===== config.mk =====
export PLATFORM = sky130hd
export DESIGN_NAME = conv_seq_ctrl
export DESIGN_NICKNAME = d
export VERILOG_FILES = /design/src/rtl/conv_seq_ctrl.sv
export SDC_FILE = /design/constraint.sdc
export NUM_CORES = 1
export LEC_CHECK = 0
export CAP_MARGIN = 5
export CORE_MARGIN = 2
export CORE_UTILIZATION = 45
export DETAILED_ROUTE_END_ITERATION = 8
export HOLD_SLACK_MARGIN = 0.12
export MAX_ROUTING_LAYER = met4
export PLACE_DENSITY = 0.63
export SYNTH_ARGS = -nofsm -noshare
export SYNTH_HDL_FRONTEND = slang
export SYNTH_SLANG_ARGS = --single-unit

===== constraint.sdc =====
create_clock -name clk -period 6.1 [get_ports clk]
set_input_delay 0.915 -clock clk [delete_from_list [all_inputs] [get_ports clk]]
set_output_delay 0.915 -clock clk [all_outputs]
set_load 0.02 [all_outputs]

===== src/rtl/conv_seq_ctrl.sv =====
// Job sequencer: walks image -> filters 0..F-1 for N images and answers write-block address requests.
// Latency: rd_init/wr_prim strobes 1 cycle after the triggering event; backpressure: none, pulse-driven handshake.
module conv_seq_ctrl #(
    parameter int ADDR_W     = 28,
    parameter int WORD_LEN   = 32,
    parameter int MAX_FLT    = 64,
    parameter int MAX_IMG    = 16,
    parameter int IMG_COLS   = 64,
    parameter int IMG_BASE   = 0,
    parameter int IMG_STRIDE = 4096,
    parameter int FLT_STRIDE = 9,
    parameter int OUT_BASE   = 0,
    localparam int FW = $clog2(MAX_FLT),
    localparam int IW = $clog2(MAX_IMG),
    localparam int ES = 32 / WORD_LEN
) (
    input  logic              clk,
    input  logic              rst,
    input  logic              start,
    input  logic              abort,
    input  logic [ADDR_W-1:0] cfg_flt_base,
    input  logic [FW:0]       cfg_flt_num,
    input  logic [IW:0]       cfg_img_num,
    output logic [ADDR_W-1:0] rd_init_addr,
    output logic              rd_init_en,
    input  logic              rd_end,
    input  logic              pt_en,
    input  logic [5:0]        ptr,
    input  logic [5:0]        ptc,
    input  logic              wr_addr_rq,
    output logic [ADDR_W-1:0] wr_prim_addr,
    output logic              wr_prim_en,
    output logic [FW+ES-1:0]  wr_bias,
    output logic              busy,
    output logic [FW-1:0]     flt_idx,
    output logic [IW-1:0]     img_idx,
    output logic              conv_end
);
    localparam int EW = ADDR_W + 8;
    localparam logic [EW-1:0] IMG_BASE_E   = EW'(IMG_BASE);
    localparam logic [EW-1:0] IMG_STRIDE_E = EW'(IMG_STRIDE);
    localparam logic [EW-1:0] FLT_STRIDE_E = EW'(FLT_STRIDE);
    localparam logic [EW-1:0] OUT_BASE_E   = EW'(OUT_BASE);
    localparam logic [EW-1:0] IMG_COLS_E   = EW'(IMG_COLS);
    localparam logic [EW-1:0] IMG_PIX_E    = EW'(IMG_COLS * 64);
    localparam logic [EW-1:0] ES_E         = EW'(ES);

    typedef enum logic [1:0] {IDLE, RD_IMG, RD_FLT, DONE} state_t;

    state_t            state, state_nxt;
    logic [ADDR_W-1:0] flt_base_l;
    logic [FW:0]       flt_num_l;
    logic [IW:0]       img_num_l;
    logic [5:0]        ptr_l, ptc_l;

    logic [FW-1:0]     flt_idx_nxt;
    logic [IW-1:0]     img_idx_nxt;
    logic              rd_en_nxt;
    logic [ADDR_W-1:0] rd_addr_nxt;
    logic              load_cfg;

    logic [FW:0]       flt_inc;
    logic [IW:0]       img_inc;
    logic              last_flt, last_img, wr_active;
    logic [EW-1:0]     flt_addr_cur, flt_addr_inc, img_addr_inc, pix_e, wr_addr_e;

    assign flt_inc      = {1'b0, flt_idx} + (FW+1)'(1);
    assign img_inc      = {1'b0, img_idx} + (IW+1)'(1);
    assign last_flt     = (flt_inc == flt_num_l);
    assign last_img     = (img_inc == img_num_l);
    assign flt_addr_cur = EW'(flt_base_l) + EW'(flt_idx) * FLT_STRIDE_E;
    assign flt_addr_inc = EW'(flt_base_l) + EW'(flt_inc) * FLT_STRIDE_E;
    assign img_addr_inc = IMG_BASE_E + EW'(img_inc) * IMG_STRIDE_E;
    // Each pixel owns flt_num_l*ES words; the whole product wraps at ADDR_W.
    assign pix_e        = EW'(img_idx) * IMG_PIX_E + EW'(ptr_l) * IMG_COLS_E + EW'(ptc_l);
    assign wr_addr_e    = OUT_BASE_E + pix_e * EW'(flt_num_l) * ES_E;
    assign wr_active    = (state == RD_IMG) || (state == RD_FLT);
    assign busy         = (state != IDLE);
    assign conv_end     = (state == DONE);

    always_ff @(posedge clk) begin
        if (rst) state <= IDLE;
        else     state <= state_nxt;
    end

    always_comb begin
        state_nxt   = state;
        flt_idx_nxt = flt_idx;
        img_idx_nxt = img_idx;
        rd_en_nxt   = 1'b0;
        rd_addr_nxt = rd_init_addr;
        load_cfg    = 1'b0;
        case (state)
            IDLE: begin
                if (start) begin
                    load_cfg    = 1'b1;
                    flt_idx_nxt = '0;
                    img_idx_nxt = '0;
                    rd_en_nxt   = 1'b1;
                    rd_addr_nxt = ADDR_W'(IMG_BASE);
                    state_nxt   = RD_IMG;
                end
            end
            RD_IMG: begin
                if (abort) begin
                    state_nxt = IDLE;
                end else if (rd_end) begin
                    rd_en_nxt   = 1'b1;
                    rd_addr_nxt = flt_addr_cur[ADDR_W-1:0];
                    state_nxt   = RD_FLT;
                end
            end
            RD_FLT: begin
                if (abort) begin
                    state_nxt = IDLE;
                end else if (rd_end) begin
                    if (!last_flt) begin
                        flt_idx_nxt = flt_inc[FW-1:0];
                        rd_en_nxt   = 1'b1;
                        rd_addr_nxt = flt_addr_inc[ADDR_W-1:0];
                    end else if (!last_img) begin
                        flt_idx_nxt = '0;
                        img_idx_nxt = img_inc[IW-1:0];
                        rd_en_nxt   = 1'b1;
                        rd_addr_nxt = img_addr_inc[ADDR_W-1:0];
                        state_nxt   = RD_IMG;
                    end else begin
                        state_nxt = DONE;
                    end
                end
            end
            DONE:    state_nxt = IDLE;
            default: state_nxt = IDLE;
        endcase
    end

    always_ff @(posedge clk) begin
        if (rst) begin
            flt_idx      <= '0;
            img_idx      <= '0;
            rd_init_en   <= 1'b0;
            rd_init_addr <= '0;
            flt_base_l   <= '0;
            flt_num_l    <= '0;
            img_num_l    <= '0;
            ptr_l        <= '0;
            ptc_l        <= '0;
            wr_prim_en   <= 1'b0;
            wr_prim_addr <= '0;
            wr_bias      <= '0;
        end else begin
            flt_idx      <= flt_idx_nxt;
            img_idx      <= img_idx_nxt;
            rd_init_en   <= rd_en_nxt;
            rd_init_addr <= rd_addr_nxt;
            if (load_cfg) begin
                flt_base_l <= cfg_flt_base;
                flt_num_l  <= (cfg_flt_num == '0) ? (FW+1)'(MAX_FLT) : cfg_flt_num;
                img_num_l  <= (cfg_img_num == '0) ? (IW+1)'(MAX_IMG) : cfg_img_num;
            end
            if (pt_en) begin
                ptr_l <= ptr;
                ptc_l <= ptc;
            end
            // Registered from current state, so same-cycle rd_end/pt_en updates are not yet visible.
            wr_prim_en <= wr_active && wr_addr_rq;
            if (wr_active && wr_addr_rq) begin
                wr_prim_addr <= wr_addr_e[ADDR_W-1:0];
                wr_bias      <= (FW+ES)'(flt_idx) * (FW+ES)'(ES);
            end
        end
    end
endmodule

; ---- Yosys cells after proc, flatten, opt, wreduce, memory -nomap -nowiden
; Index checks and enable logic that the tools add are counted.
[word_totals]
regBits = 128
input_bits = 59
wordCells = 89
[op_classes]
reduce_logical = 12
multipliers = 3
n_addsub = 6
eq_ne = 16
muxes = 39
[ops]
columns = cell, n
row1 = $mux W28, 7
row2 = $pmux W28 S3, 1
row3 = $mux W6, 5
row4 = $add A28 B10 Y28, 1
row5 = $add A28 B11 Y28, 1
row6 = $mul A18 B7 Y25, 1
row7 = $mux W4, 5
row8 = $add A17 B6 Y18, 1
row9 = $add A16 B12 Y17, 1
row10 = $mux W2, 7
row11 = $ne A2 B2 Y1 const B, 7
row12 = $ne A3 B3 Y1 const B, 4
row13 = $pmux W6 S2, 1
row14 = $mul A7 B4 Y11 const B, 1
row15 = $mul A6 B4 Y10 const B, 1
row16 = $mux W1, 8
row17 = $pmux W2 S4, 1
row18 = $pmux W4 S2, 1
row19 = $add A6 B1 Y7 const B, 1
row20 = $eq A7 B7 Y1, 1
row21 = $logic_not A7 Y1, 1
row22 = $mux W7, 1
row23 = $reduce_and A7 Y1, 1
row24 = $reduce_and A6 Y1, 1
row25 = 14 further kinds, 16

; ---- Logic depth before layout (Yosys ltp)
[depth]
word_depth = 7
ltp_mapped = 19
ltp_nobuf = 17

; ---- Worst setup path before layout
; OpenSTA, ideal clock, no wires.
[synth_timing]
kind = register -> register
start = register flt_num_l[4]
end = register wr_prim_addr[23]
path_stages_with_launch = 19
arrival_time_ns = 4.844
path_slack_ns = 1.138
t_required_ns = 5.983
path_cell_list = dfxtp_1 -> clkbuf_1 -> clkbuf_1 -> nand2_1 -> fa_1 -> fa_1 -> inv_1 -> fa_1 -> inv_1 -> fa_1 -> inv_1 -> ha_1 -> nand3_1 -> o211ai_1 -> a2111oi_0 -> nor4_1 -> o21bai_1 -> a21o_1 -> a32o_1
[synth_between]
elab_chain_cells = 1
[synth_lines]
columns = element, line_no
row1 = "start, declared", 52  ; logic [FW:0] flt_num_l;
row2 = "start signal, assigned", 158  ; flt_num_l <= (cfg_flt_num == '0) ? (FW+1)'(MAX_FLT) : cfg_flt_num;
row3 = $mul A18 B7 Y25, 76  ; assign wr_addr_e = OUT_BASE_E + pix_e * EW'(flt_num_l) * ES_E;
row4 = "end signal, assigned", 168  ; wr_prim_addr <= wr_addr_e[ADDR_W-1:0];
row5 = "end, declared", 31  ; output logic [ADDR_W-1:0] wr_prim_addr,
; No other way between the ends.
; A chain may end at the register's enable or synchronous reset.

; ---- Worst setup path in the final report
[layout_timing]
start = register flt_num_l[5]
end = register wr_prim_addr[23]
; The elaborated chain is that of the path after synthesis.

==> impl_metrics.tcl <==
set metrics [dict create \
    run_status "finished, final reports clean" \
    insertedDiodeCount 0 \
    cp_common_cell "fa_1" \
    ff2ff_setup_slack_ns 0.64 \
    p_comb_share_pct 17.8 \
    grt_max_degree 86 \
    yosys_warnings 0 \
    die_h_microns 159 \
    clock_power_share_pct 44.3 \
    synth_flop_cell "dfxtp_1" \
    cts_resized 0 \
    cp_slowest_cell "dfxtp_1" \
    worstMarginPinSlew_ns 1.23 \
    finalCriticalPeriod_ns 5.46 \
    pwr-share-seq_pct 37.8 \
    vdd_drop_max_mv 0.156 \
    yosysSeqAreaShare_pct 23.2 \
    drt-pass1-iter-count 5 \
    worstHoldEndpoint "wr_prim_addr[12]" \
    cp.required_ns 6.41 \
    cts_tree "yes" \
    crit_path_end_kind "flop" \
    timing.final.hold_violations 0 \
    grt_pass1_vias 9389 \
    yosysUniqueCellTypes 73 \
    overflow 0 \
    via_per_inst 5.39 \
    netlist_top_cells_area "dfxtp_1 23%, fa_1 14%, ha_1 10%" \
    r2r-end "wr_prim_addr[23]" \
    drt_wl_total_microns 29000 \
    avgSynthCellArea_sq_um 8.17 \
    cts-root-buf "clkbuf_16" \
    max_stage_delay_ns 0.65 \
    crit_type "reg -> reg" \
    drive_gt1_share_pct 4.07 \
    synth_common_cells "191 x nand2_1, 138 x inv_1, 125 x dfxtp_1, 109 x a21oi_1, 90 x ha_1" \
    p_sw_share_pct 32.7 \
    htreeDepth 4 \
    netlist_area_sq_mm 0.0108 \
    dp_hpwl_microns 21800 \
    drc 0 \
    hold_path_depth 2 \
    timing.critical_path.buf_inv 4 \
    clock_latency_ns 0.44 \
    cp_cell_sequence "nand2_1 -> fa_1 -> fa_1 -> inv_1 -> fa_1 -> inv_1 -> fa_1 -> inv_1 -> ha_1 -> nand3_1 -> o211ai_1 -> a2111oi_0 -> buf_4 -> nor4_1 -> o21bai_1 -> a21o_1 -> a32o_1" \
    r2r_start "flt_num_l[5]" \
    fin_cells 1745 \
    cp-start-kind "flop" \
    grt_antenna_before_repair 0 \
    vias 9400 \
    synthArstFlopShare_pct 0 \
    synth.most_common_cell "nand2_1" \
    relSlewSlack_pct 18.2 \
    syn_inst 1318 \
    placed_cells 1713 \
    ant_nets 0 \
    syn2layout_area_growth_pct 19.4 \
    layout.area.seq_sq_mm 0.00250 \
    netlist.top_cell.by_area "dfxtp_1" \
    clock_tree.buffer_depth 2 \
    r2r_cells 17 \
    clock-sinks 125 \
    cts_hold_buf 0 \
    worstHoldStart "wr_prim_addr[12]" \
    synth_top_area_share_pct 23.2 \
    max_freq_mhz 183 \
    p_per_area_mw_per_mm2 185 \
    cp_top_family "adder cells" \
    p_int_uw 1600 \
    fp.coreArea_sq_mm 0.0235 \
    timing.final.crit_share_pct 89.5 \
    post_drt_wl_per_cell_microns 16.6 \
    num_rows 56 \
    initial_core_util_pct 45.9 \
    multi_input_area_sq_mm 0.00745 \
    p_sw_uw 777 \
    worstPathMaxFanout 18 \
    synth_edf_count 0 \
    setup_violations 0 \
    arrival_ns 5.77 \
    nets 1640 \
    nFillCells 2255 \
    portBuffers 131 \
    finalClockSkew_ns 0.0202 \
    place.gp.congestion 0.877 \
    clkTransAtPathRegs_ns 0.06 \
    synth_seq_cells 125 \
    slew_violations 0 \
    design.die.area_sq_mm 0.0252 \
    pin_count 136 \
    maxCapViolations 0 \
    drtIter0Drc 463 \
    hp-class "reg -> reg" \
    grt_usage_pct 23.9 \
    setup_tns_ns 0 \
    die_w_microns 159 \
    numCtsBuffers 17 \
    rsz0062_at_grt "no" \
    cts_setup_buffers 0 \
    grt_pass1_wl_microns 47700 \
    leakage_uw 0.00553 \
]
## flip-flops by register name, summed over array words and instances (netlist names), 5 cells and up
name          count
flt_base_l       28
rd_init_addr     28
wr_prim_addr     25
flt_num_l         7
flt_idx           6
ptc_l             6
ptr_l             6
wr_bias           6
img_num_l         5
## worst max path at each step
stage | from | end | slack [ns] | depth (start not counted)
2_1_floorplan | flt_num_l[4] | wr_prim_addr[23] | 1.14 | 18
3_3_place_gp | flt_num_l[5] | wr_prim_addr[23] | 0.77 | 17
3_5_place_dp | flt_num_l[5] | wr_prim_addr[23] | 0.60 | 17
4_1_cts | flt_num_l[5] | wr_prim_addr[23] | 0.61 | 17
5_1_grt | flt_num_l[5] | wr_prim_addr[19] | 0.20 | 17
6_report | flt_num_l[5] | wr_prim_addr[23] | 0.64 | 17
## area by class of cell
| type | instances | share of cell area [%] |
|---|---|---|
| timing repair buffer | 143 | 10.9 |
| clock inverter | 15 | 1.31 |
| inverter | 138 | 4.03 |
| sequential | 125 | 19.5 |
| multi-input combinational | 988 | 57.9 |
| tap | 319 | 3.10 |
| clock buffer | 17 | 3.31 |
## kinds of logic (layout without fill, tap and decap cells)
group / Yosys count / after routing / synth area share (%)
simple gates: 455 / 455 / 19.9
buf+inv: 208 / 313 / 7.69
mux: 21 / 21 / 1.97
other cells: 1 / 4 / 0.0348
compound gates: 293 / 293 / 18.0
flops: 125 / 125 / 23.2
fa+ha+maj: 168 / 168 / 25.0
xor+xnor: 47 / 47 / 4.22
## routing by layer
metal,global-route usage [%],vias up,routed length (microns)
met5,-,-,0
li1,-,4635,-
met1,29.2,4533,13100
met4,6.21,0,422
met2,41.7,198,14500
met3,3.32,34,1010
## stage by stage
stage | cell area, sq um | setup WS [ns] | utilization [%] | total power [uW] | hold WS (ns)
3_3_place_gp | 12300 | 0.769 | 52.3 | 1340 | 0.438
2_1_floorplan | 10800 | 1.14 | - | 1190 | 0.436
4_1_cts | 12900 | 0.607 | 54.8 | 2400 | 0.452
5_1_grt | 12900 | 0.195 | 54.8 | 2480 | 0.477
3_5_place_dp | 12300 | 0.597 | 52.3 | 1340 | 0.445
6_report | 12900 | 0.640 | 54.8 | 2380 | 0.449
## power by group through the flow
stage / clock network, uW / registers [uW] / logic, uW
final: 1050 / 899 / 424
after detailed placement: 0 / 918 / 427
after global routing: 1100 / 906 / 474
after CTS: 1070 / 899 / 428
after floorplan: 0 / 900 / 292
after global placement: 0 / 916 / 420
## layout by cell type, fill, tap and decap left out, types with 11 or more instances in the layout
cell,count
ha_1,90
o211ai_1,12
nor2_1,63
and3_1,14
fa_1,78
nor3_1,22
clkbuf_16,17
nand3_1,44
and2_1,84
dfxtp_1,125
inv_1,138
o21bai_1,14
a211oi_1,11
nand2_1,191
xor2_1,19
a21o_1,17
o21ai_0,42
a21oi_1,109
mux2i_1,19
o21a_1,11
xnor2_1,25
buf_4,13
clkdlybuf4s50_1,130
## worst register-to-register path: cells and delay by family (launching register included)
kind / cells / cell delay (ns)
adder cells (fa/ha/maj): 5 / 2.47
AO/OA/AOI/OAI: 5 / 1.14
buffers and inverters: 4 / 0.33
flip-flops: 1 / 0.65
AND/OR/NAND/NOR: 3 / 0.75
Power figures use the tool's default switching activity.
